## src/rtl/cursor_pkg.sv

```systemverilog
// rtl/cursor_pkg.sv - shared types and width helper for the grid cursor controller
package cursor_pkg;

  localparam int DEBOUNCE_DEFAULT = 250000;

  typedef enum logic [1:0] {
    MV_NONE,
    MV_NEXT,
    MV_PREV
  } mov_t;

  // Width of a field holding 0..v-1; never narrower than one bit.
  function automatic int clog2_min1(input int v);
    return (v <= 1) ? 1 : $clog2(v);
  endfunction

endpackage

```

## src/rtl/antirebote_boton.sv

```systemverilog
// rtl/antirebote_boton.sv - button synchroniser, debouncer and registered press pulse
module antirebote_boton
  import cursor_pkg::*;
#(
  parameter int DEBOUNCE_CYC = DEBOUNCE_DEFAULT
) (
  input  logic clk,
  input  logic rst_n,
  input  logic boton,
  output logic pulso
);

  localparam int CNT_W = clog2_min1(DEBOUNCE_CYC);
  localparam logic [CNT_W-1:0] CNT_LAST = CNT_W'(DEBOUNCE_CYC - 1);

  logic             sync_a;
  logic             sync_b;
  logic             nivel;
  logic [CNT_W-1:0] cnt;

  // The pulse is registered together with the level flip, so the cursor moves one cycle later.
  always_ff @(posedge clk or negedge rst_n) begin
    if (!rst_n) begin
      sync_a <= 1'b0;
      sync_b <= 1'b0;
      nivel  <= 1'b0;
      cnt    <= '0;
      pulso  <= 1'b0;
    end else begin
      sync_a <= boton;
      sync_b <= sync_a;
      pulso  <= 1'b0;
      if (sync_b == nivel) begin
        cnt <= '0;
      end else if (cnt == CNT_LAST) begin
        cnt   <= '0;
        nivel <= sync_b;
        pulso <= sync_b;
      end else begin
        cnt <= cnt + 1'b1;
      end
    end
  end

endmodule

```

## src/rtl/controlador_cursor_grid.sv

```systemverilog
// rtl/controlador_cursor_grid.sv - debounced cursor over a COLS x ROWS grid for the VGA board UI
module controlador_cursor_grid
  import cursor_pkg::*;
#(
  parameter int COLS         = 4,
  parameter int ROWS         = 4,
  parameter int DEBOUNCE_CYC = DEBOUNCE_DEFAULT,
  parameter int WRAP         = 1,
  parameter int STEP_ROW     = 0
) (
  input  logic                              clk,
  input  logic                              rst_n,
  input  logic                              boton_next,
  input  logic                              boton_prev,
  input  logic                              boton_select,
  input  logic                              enable,
  output logic [clog2_min1(COLS*ROWS)-1:0] pos_cursor,
  output logic [clog2_min1(COLS)-1:0]      cursor_col,
  output logic [clog2_min1(ROWS)-1:0]      cursor_row,
  output logic                              select_pulse,
  output logic [clog2_min1(COLS*ROWS)-1:0] pos_selected,
  output logic                              wrap_pulse
);

  localparam int N  = COLS * ROWS;
  localparam int PW = clog2_min1(N);
  localparam int CW = clog2_min1(COLS);
  localparam int RW = clog2_min1(ROWS);

  // One extra bit so pos+step and pos+N-step never overflow.
  localparam logic [PW:0] N_X = (PW+1)'(N);
  localparam logic [PW:0] S_X = (PW+1)'((STEP_ROW != 0) ? COLS : 1);
  localparam logic [PW:0] C_X = (PW+1)'(COLS);

  logic          ev_next;
  logic          ev_prev;
  logic          ev_sel;
  mov_t          mov;
  logic [PW:0]   pos_x;
  logic [PW:0]   sum_x;
  logic [PW-1:0] pos_nx;
  logic [CW-1:0] col_nx;
  logic [RW-1:0] row_nx;
  logic          wrap_nx;

  antirebote_boton #(.DEBOUNCE_CYC(DEBOUNCE_CYC)) u_ab_next (
    .clk   (clk),
    .rst_n (rst_n),
    .boton (boton_next),
    .pulso (ev_next)
  );

  antirebote_boton #(.DEBOUNCE_CYC(DEBOUNCE_CYC)) u_ab_prev (
    .clk   (clk),
    .rst_n (rst_n),
    .boton (boton_prev),
    .pulso (ev_prev)
  );

  antirebote_boton #(.DEBOUNCE_CYC(DEBOUNCE_CYC)) u_ab_select (
    .clk   (clk),
    .rst_n (rst_n),
    .boton (boton_select),
    .pulso (ev_sel)
  );

  // Opposing presses landing in the same cycle cancel out.
  always_comb begin
    mov = MV_NONE;
    if (enable && ev_next && !ev_prev) begin
      mov = MV_NEXT;
    end else if (enable && ev_prev && !ev_next) begin
      mov = MV_PREV;
    end
  end

  always_comb begin
    pos_x   = {1'b0, pos_cursor};
    sum_x   = '0;
    pos_nx  = pos_cursor;
    wrap_nx = 1'b0;
    case (mov)
      MV_NEXT: begin
        sum_x = pos_x + S_X;
        if (sum_x < N_X) begin
          pos_nx = sum_x[PW-1:0];
        end else if (WRAP != 0) begin
          pos_nx  = PW'(sum_x - N_X);
          wrap_nx = 1'b1;
        end
      end
      MV_PREV: begin
        if (pos_x >= S_X) begin
          pos_nx = PW'(pos_x - S_X);
        end else if (WRAP != 0) begin
          sum_x   = pos_x + N_X - S_X;
          pos_nx  = sum_x[PW-1:0];
          wrap_nx = 1'b1;
        end
      end
      default: begin
      end
    endcase
    col_nx = CW'({1'b0, pos_nx} % C_X);
    row_nx = RW'({1'b0, pos_nx} / C_X);
  end

  always_ff @(posedge clk or negedge rst_n) begin
    if (!rst_n) begin
      pos_cursor   <= '0;
      cursor_col   <= '0;
      cursor_row   <= '0;
      select_pulse <= 1'b0;
      pos_selected <= '0;
      wrap_pulse   <= 1'b0;
    end else begin
      pos_cursor   <= pos_nx;
      cursor_col   <= col_nx;
      cursor_row   <= row_nx;
      wrap_pulse   <= wrap_nx;
      select_pulse <= enable & ev_sel;
      if (enable && ev_sel) begin
        pos_selected <= pos_cursor;
      end
    end
  end

endmodule

```

## config.mk

```make
export PLATFORM = sky130hd
export DESIGN_NAME = controlador_cursor_grid
export DESIGN_NICKNAME = d
export VERILOG_FILES = /design/src/rtl/cursor_pkg.sv /design/src/rtl/antirebote_boton.sv /design/src/rtl/controlador_cursor_grid.sv
export SDC_FILE = /design/constraint.sdc
export NUM_CORES = 1
export LEC_CHECK = 0
export ABC_AREA = 1
export CAP_MARGIN = 20
export CORE_MARGIN = 5
export CORE_UTILIZATION = 40
export DETAILED_ROUTE_END_ITERATION = 12
export GPL_TIMING_DRIVEN = 0
export MAX_ROUTING_LAYER = met4
export PLACE_DENSITY = 0.68
export SKIP_LAST_GASP = 1
export SLEW_MARGIN = 25
export SYNTH_ARGS = -nofsm -noshare
export SYNTH_HDL_FRONTEND = slang
export SYNTH_SLANG_ARGS = --single-unit
```

## constraint.sdc

```tcl
create_clock -name clk -period 1.4 [get_ports clk]
set_input_delay 0.14 -clock clk [delete_from_list [all_inputs] [get_ports clk]]
set_output_delay 0.14 -clock clk [all_outputs]
set_load 0.02 [all_outputs]
```

==> results.py <==
metrics = {
    "clock_tree": {
        "clockBufferDepth": 2,
        "root_buffer": "clkbuf_8",
        "cts.reportedPaths.clkPinSlew_ns": 0.07,
        "cts_tree": "done",
        "numCtsBuffers": 9,
        "cts_max_level": 3,
        "insertion_delay_ns": 0.35,
        "clock-sinks": 76,
    },
    "yosys": {
        "synthCells": 511,
        "ys_seq_elements": 76,
        "ys_seq_area_frac": 0.473,
        "yosys.area.top_type_share": 0.473,
        "syn-num-nets": 523,
        "yosys.area.top_type": "dfrtp_1",
        "yosysMostFrequentCell": "nor2_1",
        "yosysUniqueCellTypes": 33,
        "synth_common_cells": "108 x nor2_1, 101 x nand2_1, 76 x dfrtp_1, 61 x inv_1, 32 x nand3_1",
        "yosysWarningCount": 0,
        "synthTopCellsByArea": "dfrtp_1 47%, nor2_1 10%, nand2_1 9.4%",
        "avgSynthCellArea_um2": 7.87,
        "synth_area_mm2": 0.00402,
        "async_reset_ff_frac": 1.00,
        "synth_edf_count": 0,
        "synthFlopType": "dfrtp_1",
    },
    "place": {
        "io_buffers": 19,
        "gp_routability_congestion": 0.858,
        "dp_hpwl_um": 5650,
    },
    "drt": {
        "vias_per_cell": 4.87,
        "route.detailed.drc": 0,
        "drt_iter0_drc": 169,
        "routedWlPerCell_um": 12.4,
        "num_vias": 3393,
        "antenna_left": 0,
        "dr.pass1.iters": 5,
        "drt-total-wl_um": 8670,
    },
    "setup_path": {
        "rrSetupSlack_ns": -0.04,
        "cp-end-kind": "flip-flop",
        "crit_fanout": 7,
        "r2r_cells": 8,
        "required_ns": 1.64,
        "critPathLaunchType": "flip-flop",
        "cp-startpoint": "u_ab_next.cnt[1]",
        "cp.arrival_ns": 1.68,
        "crit_buf_inv": 0,
        "cp_top_family": "simple AND/OR/NAND/NOR gates",
        "critPathMaxStageDelay_ns": 0.41,
        "crit_type": "reg2reg",
        "cp_slowest_cell": "dfrtp_1",
        "worstReg2RegEnd": "u_ab_next.cnt[3]",
        "cp_cell_sequence": "ha_4 > nand2_4 > nor2_4 > nand2_2 > nor2_4 > nand2_4 > nand2_8 > nor2_1",
        "timing.critical_path.to": "u_ab_next.cnt[3]",
        "r2r-start": "u_ab_next.cnt[1]",
        "crit_cells": 8,
    },
    "power_and_ir_drop": {
        "p_total_mw": 4.21,
        "p_leak_nw": 2.20,
        "power.density_mw_per_mm2": 835,
        "vdd_drop_max_uv": 578,
    },
    "sta": {
        "fin_crit_sh": 1.03,
        "fin_crit_ns": 1.44,
        "maxSlewHeadroom": 0.638,
        "setup_viol": 18,
        "clock_skew_ns": 0.00894,
        "worst_slack_ns": -0.0421,
        "slew_viol_final": 0,
        "fin_tns_setup_ns": -0.408,
        "timing.fmax_ghz": 0.693,
        "hold_viol": 0,
        "rsz0062_at_grt": "true",
        "worst_pin_slew_ns": 0.541,
    },
    "finish": {
        "drive_above_1_share": 0.220,
        "diodes": 0,
        "syn2layout_area_growth_pct": 25.4,
        "nNetsFinal": 572,
    },
    "floorplan": {
        "die_h_um": 110,
        "core_mm2": 0.00977,
        "std_cell_rows": 36,
        "start_util": 0.411,
        "boundaryPins": 20,
        "die_area_mm2": 0.0122,
        "fp.dieW_um": 110,
    },
    "grt": {
        "track_usage": 0.156,
        "grt_pass1_vias": 3261,
        "grt_max_degree": 53,
        "antenna_found_initial": 0,
        "grt_pass1_wl_um": 14700,
        "overflow": 0,
    },
    "flow_run": {
        "drv_cap": 0,
    },
    "hold_path": {
        "min_path_type": "in2reg",
    },
    "run_status": {
        "violations": "negative setup slack",
        "status": "finished, violations left",
    },
}
cell families (layout without fill, tap and decap cells):
kind of cell	after synthesis	in the layout	share of synthesized area
AOI/OAI and AO/OA	29	29	0.0402
adders and majority gates	6	6	0.0187
DFF	76	76	0.473
xor gates and xnor gates	19	19	0.0451
buffers and inverters	68	121	0.0672
and+or+nand+nor	313	313	0.356
worst min path at each step:
stage | to | start | cells after the start | slack (ns)
final | u_ab_select.sync_a | boton_select | 1 | 0.22
after global routing | u_ab_prev.sync_a | boton_prev | 1 | 0.22
after CTS | u_ab_select.sync_a | boton_select | 1 | 0.21
after detailed placement | asynchronous set/reset pin | rst_n | 1 | 0.07
after global placement | u_ab_prev.sync_b | u_ab_prev.sync_a | 0 | 0.33
after floorplan | asynchronous set/reset pin | rst_n | 0 | -0.16
layout by cell type, fill, tap and decap left out, drive strengths merged:
cell	count
xor2	13
nand2	110
ha	6
nor2	122
nor3	21
a21oi	11
dfrtp	76
dlygate4sd2	12
clkdlybuf4s15	1
dlygate4sd3	1
nand3	35
bufinv	1
xnor2	6
clkbuf	13
nor3b	4
clkinv	1
and2	1
o211ai	1
o21bai	1
o31ai	1
nand4	14
clkinvlp	1
nand3b	4
inv	64
clkdlybuf4s50	4
o21ai	13
buf	23
a31oi	1
or2	2
o221ai	1
metrics by stage:
stage          instance area (um2)  cells  worst slack (ns)  hold WS [ns]  utilization
2_1_floorplan                 4020    511            0.0673        -0.156            -
3_3_place_gp                  4380    663             -2.42         0.334        0.448
3_5_place_dp                  4400    664            -0.151        0.0728        0.450
4_1_cts                       4740    686           -0.0383         0.210        0.485
5_1_grt                       5040    697            -0.116         0.219        0.516
6_report                      5040    697           -0.0421         0.222        0.516
layer usage:
metal,track usage,part of all wire,wire [um],up-vias
met4,0.0554,0.017,144,0
li1,-,-,-,1716
met5,-,0,0,-
met1,0.200,0.45,3940,1616
met3,0.0303,0.030,264,13
met2,0.250,0.50,4330,48
report_power, final:
| group | internal, mW | switching [mW] | total, mW |
|---|---|---|---|
| sequential | 2.22 | 0.0299 | 2.25 |
| clock | 0.916 | 0.822 | 1.74 |
| combinational | 0.0909 | 0.132 | 0.222 |
flip-flops by register name (all words and copies together), names as in the netlist, named ones only:
name / cells
u_ab_next.cnt: 18
u_ab_prev.cnt: 18
u_ab_select.cnt: 18
pos_selected: 4
select_pulse: 1
u_ab_next.nivel: 1
u_ab_next.pulso: 1
u_ab_next.sync_a: 1
u_ab_next.sync_b: 1
u_ab_prev.nivel: 1
u_ab_prev.pulso: 1
u_ab_prev.sync_a: 1
u_ab_prev.sync_b: 1
u_ab_select.nivel: 1
u_ab_select.pulso: 1
u_ab_select.sync_a: 1
u_ab_select.sync_b: 1
wrap_pulse: 1
worst register-to-register path, delay by kind of cell (launching register included):
| family | cells | cell delay [ns] |
|---|---|---|
| fa+ha+maj | 1 | 0.17 |
| flops | 1 | 0.41 |
| simple gates | 7 | 0.75 |
what timing repair did:
action	CTS	global route
pin swaps	8	20
endpoints found under the setup margin	52	53
buffers inserted	6	11
endpoints found under the hold margin	24	0
hold buffers	1	0
gates resized for setup	39	55
area by class of cell:
class | instances | area, um2
Clock inverter | 3 | 46.3
Tap cell | 133 | 166
Multi-Input combinational cell | 367 | 2150
Sequential cell | 76 | 1910
Buffer | 4 | 30.0
Timing Repair Buffer | 38 | 345
Inverter | 64 | 243
Fill cell | 887 | 4730
Clock buffer | 12 | 155
Note: power is estimated with default switching activity, not from simulation.
